## src/rtl/wb_pkg.sv

```systemverilog
// Shared types and widths for the writeback arbiter.
package wb_pkg;

  localparam int WB_DW    = 32;
  localparam int WB_AW    = 6;
  localparam int WB_SRC   = 4;
  localparam int WB_DEPTH = 2;
  localparam int WB_RR_W  = $clog2(WB_SRC);
  localparam int WB_PTR_W = $clog2(WB_DEPTH);

  typedef struct packed {
    logic [WB_AW-1:0] addr;
    logic [WB_DW-1:0] data;
  } wb_entry_t;

  function automatic int unsigned wb_wrap_inc(
    input int unsigned v,
    input int unsigned n
  );
    return (v + 1 >= n) ? 0 : v + 1;
  endfunction

endpackage

```

## src/rtl/wb_fifo.sv

```systemverilog
// Per-source result buffer; ready depends only on occupancy.
module wb_fifo
  import wb_pkg::*;
#(
  parameter int DEPTH = WB_DEPTH
) (
  input  logic      clk,
  input  logic      rst,
  input  logic      push,
  input  logic      pop,
  input  wb_entry_t in,
  output wb_entry_t head,
  output logic      full,
  output logic      empty
);

  localparam int PW = (DEPTH > 1) ? $clog2(DEPTH) : 1;

  logic [PW-1:0] wr_q, wr_d;
  logic [PW-1:0] rd_q, rd_d;
  logic [PW:0]   cnt_q, cnt_d;
  wb_entry_t     mem_q [DEPTH];
  wb_entry_t     mem_d [DEPTH];
  logic          do_push, do_pop;

  assign full    = (cnt_q == (PW+1)'(DEPTH));
  assign empty   = (cnt_q == '0);
  assign head    = mem_q[rd_q];
  assign do_push = push & ~full;
  assign do_pop  = pop & ~empty;

  always_comb begin
    mem_d = mem_q;
    if (do_push) mem_d[wr_q] = in;
    wr_d  = wr_q + PW'(do_push);
    rd_d  = rd_q + PW'(do_pop);
    cnt_d = cnt_q + (PW+1)'(do_push)
                  - (PW+1)'(do_pop);
  end

  always_ff @(posedge clk or posedge rst) begin
    if (rst) begin
      wr_q  <= '0;
      rd_q  <= '0;
      cnt_q <= '0;
      for (int i = 0; i < DEPTH; i++)
        mem_q[i] <= '0;
    end else begin
      wr_q  <= wr_d;
      rd_q  <= rd_d;
      cnt_q <= cnt_d;
      mem_q <= mem_d;
    end
  end

endmodule

```

## src/rtl/wb_arbiter.sv

```systemverilog
// Writeback arbiter: round-robin, distinct-address register file writes.
// Define WB_FWD_EN to add the write-port forwarding query ports.
module wb_arbiter
  import wb_pkg::*;
#(
  parameter int DATA_WIDTH  = WB_DW,
  parameter int ADDR_WIDTH  = WB_AW,
  parameter int SOURCES     = WB_SRC,
  parameter int WRITE_PORTS = 2,
  parameter int DEPTH       = WB_DEPTH,
  parameter int READ_PORTS  = 2
) (
  input  logic clk,
  input  logic rst,
  input  logic [SOURCES-1:0] src_valid,
  output logic [SOURCES-1:0] src_ready,
  input  logic [SOURCES-1:0][ADDR_WIDTH-1:0] src_addr,
  input  logic [SOURCES-1:0][DATA_WIDTH-1:0] src_data,
  output logic [WRITE_PORTS-1:0] write_En,
  output logic [WRITE_PORTS-1:0][ADDR_WIDTH-1:0] write_Addr,
  output logic [WRITE_PORTS-1:0][DATA_WIDTH-1:0] write_Data,
  output logic busy
`ifdef WB_FWD_EN
  ,
  input  logic [READ_PORTS-1:0][ADDR_WIDTH-1:0] fwd_Addr,
  output logic [READ_PORTS-1:0] fwd_hit,
  output logic [READ_PORTS-1:0][DATA_WIDTH-1:0] fwd_Data
`endif
);

  localparam int RW = (SOURCES > 1) ? $clog2(SOURCES) : 1;

  if (WRITE_PORTS < 1 || WRITE_PORTS > SOURCES ||
      SOURCES < 2 || READ_PORTS < 1) begin : g_bad
    $error("wb_arbiter: bad parameters");
  end

  logic [SOURCES-1:0] full, empty, pop;
  wb_entry_t          head [SOURCES];

  logic [RW-1:0] rr_q, rr_d;
  logic [WRITE_PORTS-1:0] we_q, we_d;
  logic [WRITE_PORTS-1:0][ADDR_WIDTH-1:0] wa_q, wa_d;
  logic [WRITE_PORTS-1:0][DATA_WIDTH-1:0] wd_q, wd_d;

  logic [WRITE_PORTS-1:0] slot_v;
  logic [WRITE_PORTS-1:0][ADDR_WIDTH-1:0] slot_a;
  logic [WRITE_PORTS-1:0][DATA_WIDTH-1:0] slot_d;

  assign src_ready = ~full & {SOURCES{~rst}};

  for (genvar g = 0; g < SOURCES; g++) begin : g_src
    wb_entry_t in_e;
    assign in_e.addr = src_addr[g];
    assign in_e.data = src_data[g];
    wb_fifo #(.DEPTH(DEPTH)) u_fifo (
      .clk   (clk),
      .rst   (rst),
      .push  (src_valid[g] & src_ready[g]),
      .pop   (pop[g]),
      .in    (in_e),
      .head  (head[g]),
      .full  (full[g]),
      .empty (empty[g])
    );
  end

  // Scan from rr_q; skip heads whose address is already granted.
  always_comb begin
    int            n;
    logic [RW-1:0] idx;
    logic [RW-1:0] last;
    logic          hit;
    pop    = '0;
    slot_v = '0;
    slot_a = '0;
    slot_d = '0;
    n      = 0;
    last   = rr_q;
    for (int k = 0; k < SOURCES; k++) begin
      idx = RW'((int'(rr_q) + k) % SOURCES);
      hit = 1'b0;
      for (int s = 0; s < WRITE_PORTS; s++)
        if (slot_v[s] && slot_a[s] == head[idx].addr)
          hit = 1'b1;
      if (!empty[idx] && n < WRITE_PORTS && !hit) begin
        for (int s = 0; s < WRITE_PORTS; s++)
          if (s == n) begin
            slot_v[s] = 1'b1;
            slot_a[s] = head[idx].addr;
            slot_d[s] = head[idx].data;
          end
        pop[idx] = 1'b1;
        last     = idx;
        n        = n + 1;
      end
    end
    rr_d = (n > 0)
         ? RW'(wb_wrap_inc(int'(last), SOURCES))
         : rr_q;
  end

  always_comb begin
    for (int s = 0; s < WRITE_PORTS; s++) begin
      we_d[s] = slot_v[s] & (slot_a[s] != '0);
      wa_d[s] = slot_v[s] ? slot_a[s] : wa_q[s];
      wd_d[s] = slot_v[s] ? slot_d[s] : wd_q[s];
    end
  end

  always_ff @(posedge clk or posedge rst) begin
    if (rst) begin
      rr_q <= '0;
      we_q <= '0;
      wa_q <= '0;
      wd_q <= '0;
    end else begin
      rr_q <= rr_d;
      we_q <= we_d;
      wa_q <= wa_d;
      wd_q <= wd_d;
    end
  end

  assign write_En   = we_q;
  assign write_Addr = wa_q;
  assign write_Data = wd_q;
  assign busy       = (|(~empty)) | (|we_q);

`ifdef WB_FWD_EN
  always_comb begin
    fwd_hit  = '0;
    fwd_Data = '0;
    for (int i = 0; i < READ_PORTS; i++)
      for (int j = 0; j < WRITE_PORTS; j++)
        if (we_q[j] && wa_q[j] == fwd_Addr[i] &&
            fwd_Addr[i] != '0) begin
          fwd_hit[i]  = 1'b1;
          fwd_Data[i] = wd_q[j];
        end
  end
`endif

endmodule

```

## config.mk

```make
export PLATFORM = sky130hd
export DESIGN_NAME = wb_arbiter
export DESIGN_NICKNAME = d
export VERILOG_FILES = /design/src/rtl/wb_pkg.sv /design/src/rtl/wb_fifo.sv /design/src/rtl/wb_arbiter.sv
export SDC_FILE = /design/constraint.sdc
export NUM_CORES = 1
export LEC_CHECK = 0
export ABC_AREA = 1
export BUFFER_PORTS_ARGS = -buffer_cell sky130_fd_sc_hd__buf_2
export CORE_MARGIN = 2
export CORE_UTILIZATION = 45
export CTS_CLUSTER_SIZE = 10
export DETAILED_ROUTE_END_ITERATION = 10
export SETUP_SLACK_MARGIN = 0.2
export SYNTH_ARGS = -nofsm -noshare
export SYNTH_HDL_FRONTEND = slang
export SYNTH_SLANG_ARGS = --single-unit
```

## constraint.sdc

```tcl
create_clock -name clk -period 32.6 [get_ports clk]
set_input_delay 3.26 -clock clk [delete_from_list [all_inputs] [get_ports clk]]
set_output_delay 3.26 -clock clk [all_outputs]
set_load 0.01 [all_outputs]
```

# Word-level counts from Yosys, hierarchy flattened
# Index checks and enable logic that the tools add are counted.
# totals
reg_bits	400
out_inout_bits	83
# op_classes
add_sub_neg	23
magnitude_cmp	29
eq_ne	12
n_mux	99
bitwise_logic	42
reduce_logical	36
# op_table
op	count
$mux W38	24
$mux W32	10
$bmux W38 S2	4
$bwmux W76	4
$mux W64	3
$demux W38 S1	4
$add A32 B2 Y32 const B	3
$eq A2 B32 Y1 const A	3
$logic_not A32 Y1	3
$lt A32 B3 Y1 const B	3
$mux W6	7
$mux W12	3
$gt A32 B1 Y1 const B	1
$eq A6 B6 Y1	5
$mux W1	21
$logic_and A1 B1 Y1	19
$ge A2 B2 Y1 const B	8
$mux W4	4
$not A1 Y2	8
$ge A3 B3 Y1 const B	5
$and A1 B1 Y1	14
$mux W2	7
$lt A2 B3 Y1 const B	4
$not A2 Y3	4
21 further kinds	70

# Longest topological paths before layout
# logic_depth
depth_word	31
ltp_mapped	41
mapped_depth_nobuf	33

# Modules after synthesis
# A second synthesis with hierarchy kept.
# unflattened
hier_cells	3439
area_unflattened_um2	24154.4
# modules_own_cells
mod	n_inst	cells_each	area_each_um2	seq_area_each_um2
wb_fifo	4	438	3643.5	2001.9
wb_arbiter	1	1687	9580.4	2001.9

# Least setup slack after synthesis
# Ideal clock, no wire load.
# synth_timing
kind	input-to-output
start	in rst
end	out src_ready[0]
arrival_time_ps	3480
t_required_ps	29340
slack_ps	25860
cell_stages	1
cell_sequence	a21oi_1
# synth_between
elab_chain_cells	2
# synth_lines
item	line_no	rtl
start, declared	wb_arbiter.sv:14	input logic rst,
$not A1 Y1	wb_arbiter.sv:50	assign src_ready = ~full & {SOURCES{~rst}};
$and A4 B4 Y4	wb_arbiter.sv:50	
end, declared	wb_arbiter.sv:16	output logic [SOURCES-1:0] src_ready,
# No other way between the ends.

# Worst setup path in the final report
# layout_timing
start	reg rr_q[0]
end	reg wd_q, in the netlist write_Data[63]
# layout_between
elab_chain_cells	25
word_cells_on_any_way	89
cone_classes	add/sub (5); order compare (3); eq/ne (8); mux (50); bitwise (4); reduce/logical (19)
# layout_lines
item	line_no	rtl
start, declared	wb_arbiter.sv:41	logic [RW-1:0] rr_q, rr_d;
start signal, assigned	wb_arbiter.sv:118	rr_q <= rr_d;
branches (longest 25 deep; another with $lt A32 B3 Y1)	n/a	
end signal, assigned	wb_arbiter.sv:121	wd_q <= wd_d;
end, declared	wb_arbiter.sv:44	logic [WRITE_PORTS-1:0][DATA_WIDTH-1:0] wd_q, wd_d;
# Parallel ways; which one is timed is not known. The select of a mux whose other input is x is not followed.
# A chain may end at the register's enable or synchronous reset.

==> flow_metrics.env <==
export IMPL_outcome="finished, final reports clean"
export IMPL_whs_path_depth=2
export IMPL_die_w_um=230
export IMPL_critPathKind="register to register"
export IMPL_wire_per_inst_um=21.4
export IMPL_worst_pin_slew_ns=1.19
export IMPL_synthMuxAreaShare_pct=10.3
export IMPL_drtIter0Drc=1532
export IMPL_pre_cts_ws_ns=23.78
export IMPL_synth_top_area_share_pct=43.6
export IMPL_drc=0
export IMPL_synth_fp_nets=3092
export IMPL_required_ns=33.11
export IMPL_crit_path_frequent_cell="nand2_1"
export IMPL_synth_common_cells="873 x nand2_1, 461 x o21ai_0, 400 x dfrtp_1"
export IMPL_post_dp_hpwl_um=56800
export IMPL_core_area_mm2=0.0503
export IMPL_drt_total_wl_um=79700
export IMPL_yosysSeqAreaShare_pct=43.6
export IMPL_die_y_um=230
export IMPL_synth_top_area_cell="dfrtp_1"
export IMPL_ctsResizeCount=0
export IMPL_fin_tns_setup_ns=0
export IMPL_ys_types=41
export IMPL_finalMaxSlewViolations=0
export IMPL_synth_most_common_cell="nand2_1"
export IMPL_antenna_left=0
export IMPL_initial_utilization_pct=45.6
export IMPL_cts_tree="yes"
export IMPL_cts_htree_levels=2
export IMPL_final_setup_viol_count=0
export IMPL_async_flop_share_pct=100
export IMPL_layout_min_cycle_time_ns=8.93
export IMPL_io_pins=241
export IMPL_place_port_buffers=240
export IMPL_grt_pass1_vias=20788
export IMPL_synth_cells=2908
export IMPL_fillers=4818
export IMPL_place_congestion=0.945
export IMPL_hold_path_class="register to register"
export IMPL_clk_pin_slew_ns=0.06
export IMPL_holdBufCountCts=0
export IMPL_clk_latency_ns=0.61
export IMPL_area_growth_pct=12.5
export IMPL_grt_max_degree=107
export IMPL_r2r_start="rr_q[0]"
export IMPL_num_nets_final=3216
export IMPL_clock_skew_ns=0.0512
export IMPL_yosys_most_used_dff="dfrtp_1"
export IMPL_antenna_found_initial=1
export IMPL_max_freq_mhz=112
export IMPL_routed_via_density=5.58
export IMPL_die_area_mm2=0.0528
export IMPL_reg2regPathDepth=28
export IMPL_timing_max_slew_rel_slack_pct=20.4
export IMPL_grt_overflow=0
export IMPL_worst_setup_path_end_kind="register"
export IMPL_drive_above_1_share_pct=19.1
export IMPL_vias=20797
export IMPL_cpPeakStageDelay_ns=0.94
export IMPL_first_pass_iters=6
export IMPL_drv_cap=0
export IMPL_clockBufferDepth=3
export IMPL_ys_warn_count=0
export IMPL_post_cts_buffers=0
export IMPL_synth_simple_area_share_pct=21.0
export IMPL_synthTopCellsByArea="dfrtp_1 44%, nand2_1 14%, o21ai_0 10%, mux2_2 8.6%, o211ai_1 4.5%"
export IMPL_gr_usage_all_layers_pct=30.4
export IMPL_start_kind="register"
export IMPL_setup_slack_ns=23.67
export IMPL_cts_sinks=400
export IMPL_arrival_ns=9.43
export IMPL_synth_top_family_by_area="simple AND/OR/NAND/NOR gates"
export IMPL_crit_start="rr_q[0]"
export IMPL_diodes=0
export IMPL_cts_buffers_inserted=48
export IMPL_synth_compound_area_share_pct=15.7
export IMPL_ys_ff_latch=400
export IMPL_syn_area_per_cell_um2=7.89
export IMPL_rsz0062_at_grt="no"
export IMPL_synth_edf_count=0
export IMPL_final_hold_violation_count=0
export IMPL_layoutNonFillerInstCount=3724
export IMPL_rows=82
export IMPL_synth_xor_area_share_pct=0.458
export IMPL_crit_slowest_cell="dfrtp_4"
export IMPL_syn_area_mm2=0.0229
export IMPL_grt_pass1_wl_um=123000
export IMPL_dp_cells=3654
export IMPL_root_buffer="clkbuf_16"
export IMPL_fin_crit_sh_pct=27.4
export IMPL_min_delay_start="write_Addr[0]"
export IMPL_worstPathMaxFanout=67
export IMPL_utilization_pct=51.4
export IMPL_synth_adder_area_share_pct=1.42
flip-flops by register name, indices dropped and copies added (netlist names):
signal              flops
g_src.u_fifo.mem_q    304
write_En                2
write_Data             64
write_Addr             12
rr_q                    2
g_src.u_fifo.wr_q       4
g_src.u_fifo.rd_q       4
g_src.u_fifo.cnt_q      8
final timing paths:
kind,to,slack (ns)
worst max-delay path,write_Data[63],23.67
worst min-delay path,write_Addr[0],0.47
worst max register to register,write_Data[63],23.67
worst min register to register,write_Addr[0],0.47
max in group asynchronous,g_src[0].u_fifo.mem_q[43],27.50
min in group asynchronous,g_src[0].u_fifo.wr_q,2.87
final cells by class:
type	instances	area, µm²	share of cell area [%]
Tap cell	672	841	3.26
Clock inverter	7	103	0.397
Inverter	241	915	3.54
Timing Repair Buffer	268	1410	5.47
Multi-Input combinational cell	2073	11300	43.6
Sequential cell	400	10000	38.8
Clock buffer	63	1280	4.95
per-layer routing:
metal  part of all wire, %  GRT usage [%]
met1                    41           37.7
met2                    48           52.0
met3                   4.1           2.99
met4                   6.5           17.4
met5                     0              0
worst max-delay path, delay by kind of cell, from the launching register on:
kind	cells	cell delay, ns
adders and majority gates	3	1.24
AOI/OAI and AO/OA	3	0.48
DFF	1	0.94
buffers and inverters	10	2.74
and+or+nand+nor	12	3.34
placed cells by master, fill, tap and decap left out, types with 4 or more instances in the layout:
cell type and instances:
a21oi_1 13, nand3_1 136, ha_1 17, a31oi_1 6
dfrtp_1 394, o221ai_1 4, buf_4 28, o211ai_1 137
inv_2 12, xor2_1 4, dfrtp_2 4, buf_2 240
clkbuf_16 48, nand2_1 872, or2_2 31, mux2i_1 38
clkbuf_1 13, o21ai_1 5, a21o_1 4, nor2_1 102
o21ai_0 461, nand3_2 7, nand4_1 9, ha_2 9
and2_1 9, nor2_2 4, mux2_2 176, inv_1 227
xnor2_1 8, nand2_2 6
stage by stage:
stage                     hold WS (ns)  area [µm²]
after floorplan                  0.481       22900
after global placement           0.468       24400
after detailed placement         0.454       24400
after CTS                        0.474       25800
after global routing             0.485       25800
final                            0.474       25800
logic make-up after synthesis:
group                    after synthesis
XOR/XNOR                              12
AO/OA/AOI/OAI                        638
flip-flops                           400
adder cells (fa/ha/maj)               26
buffers and inverters                435
multiplexers                         214
AND/OR/NAND/NOR                     1183
Power is left out: the tool's default activity adds up to more than one toggle a clock period on the data nets, which glitch-free logic cannot reach.
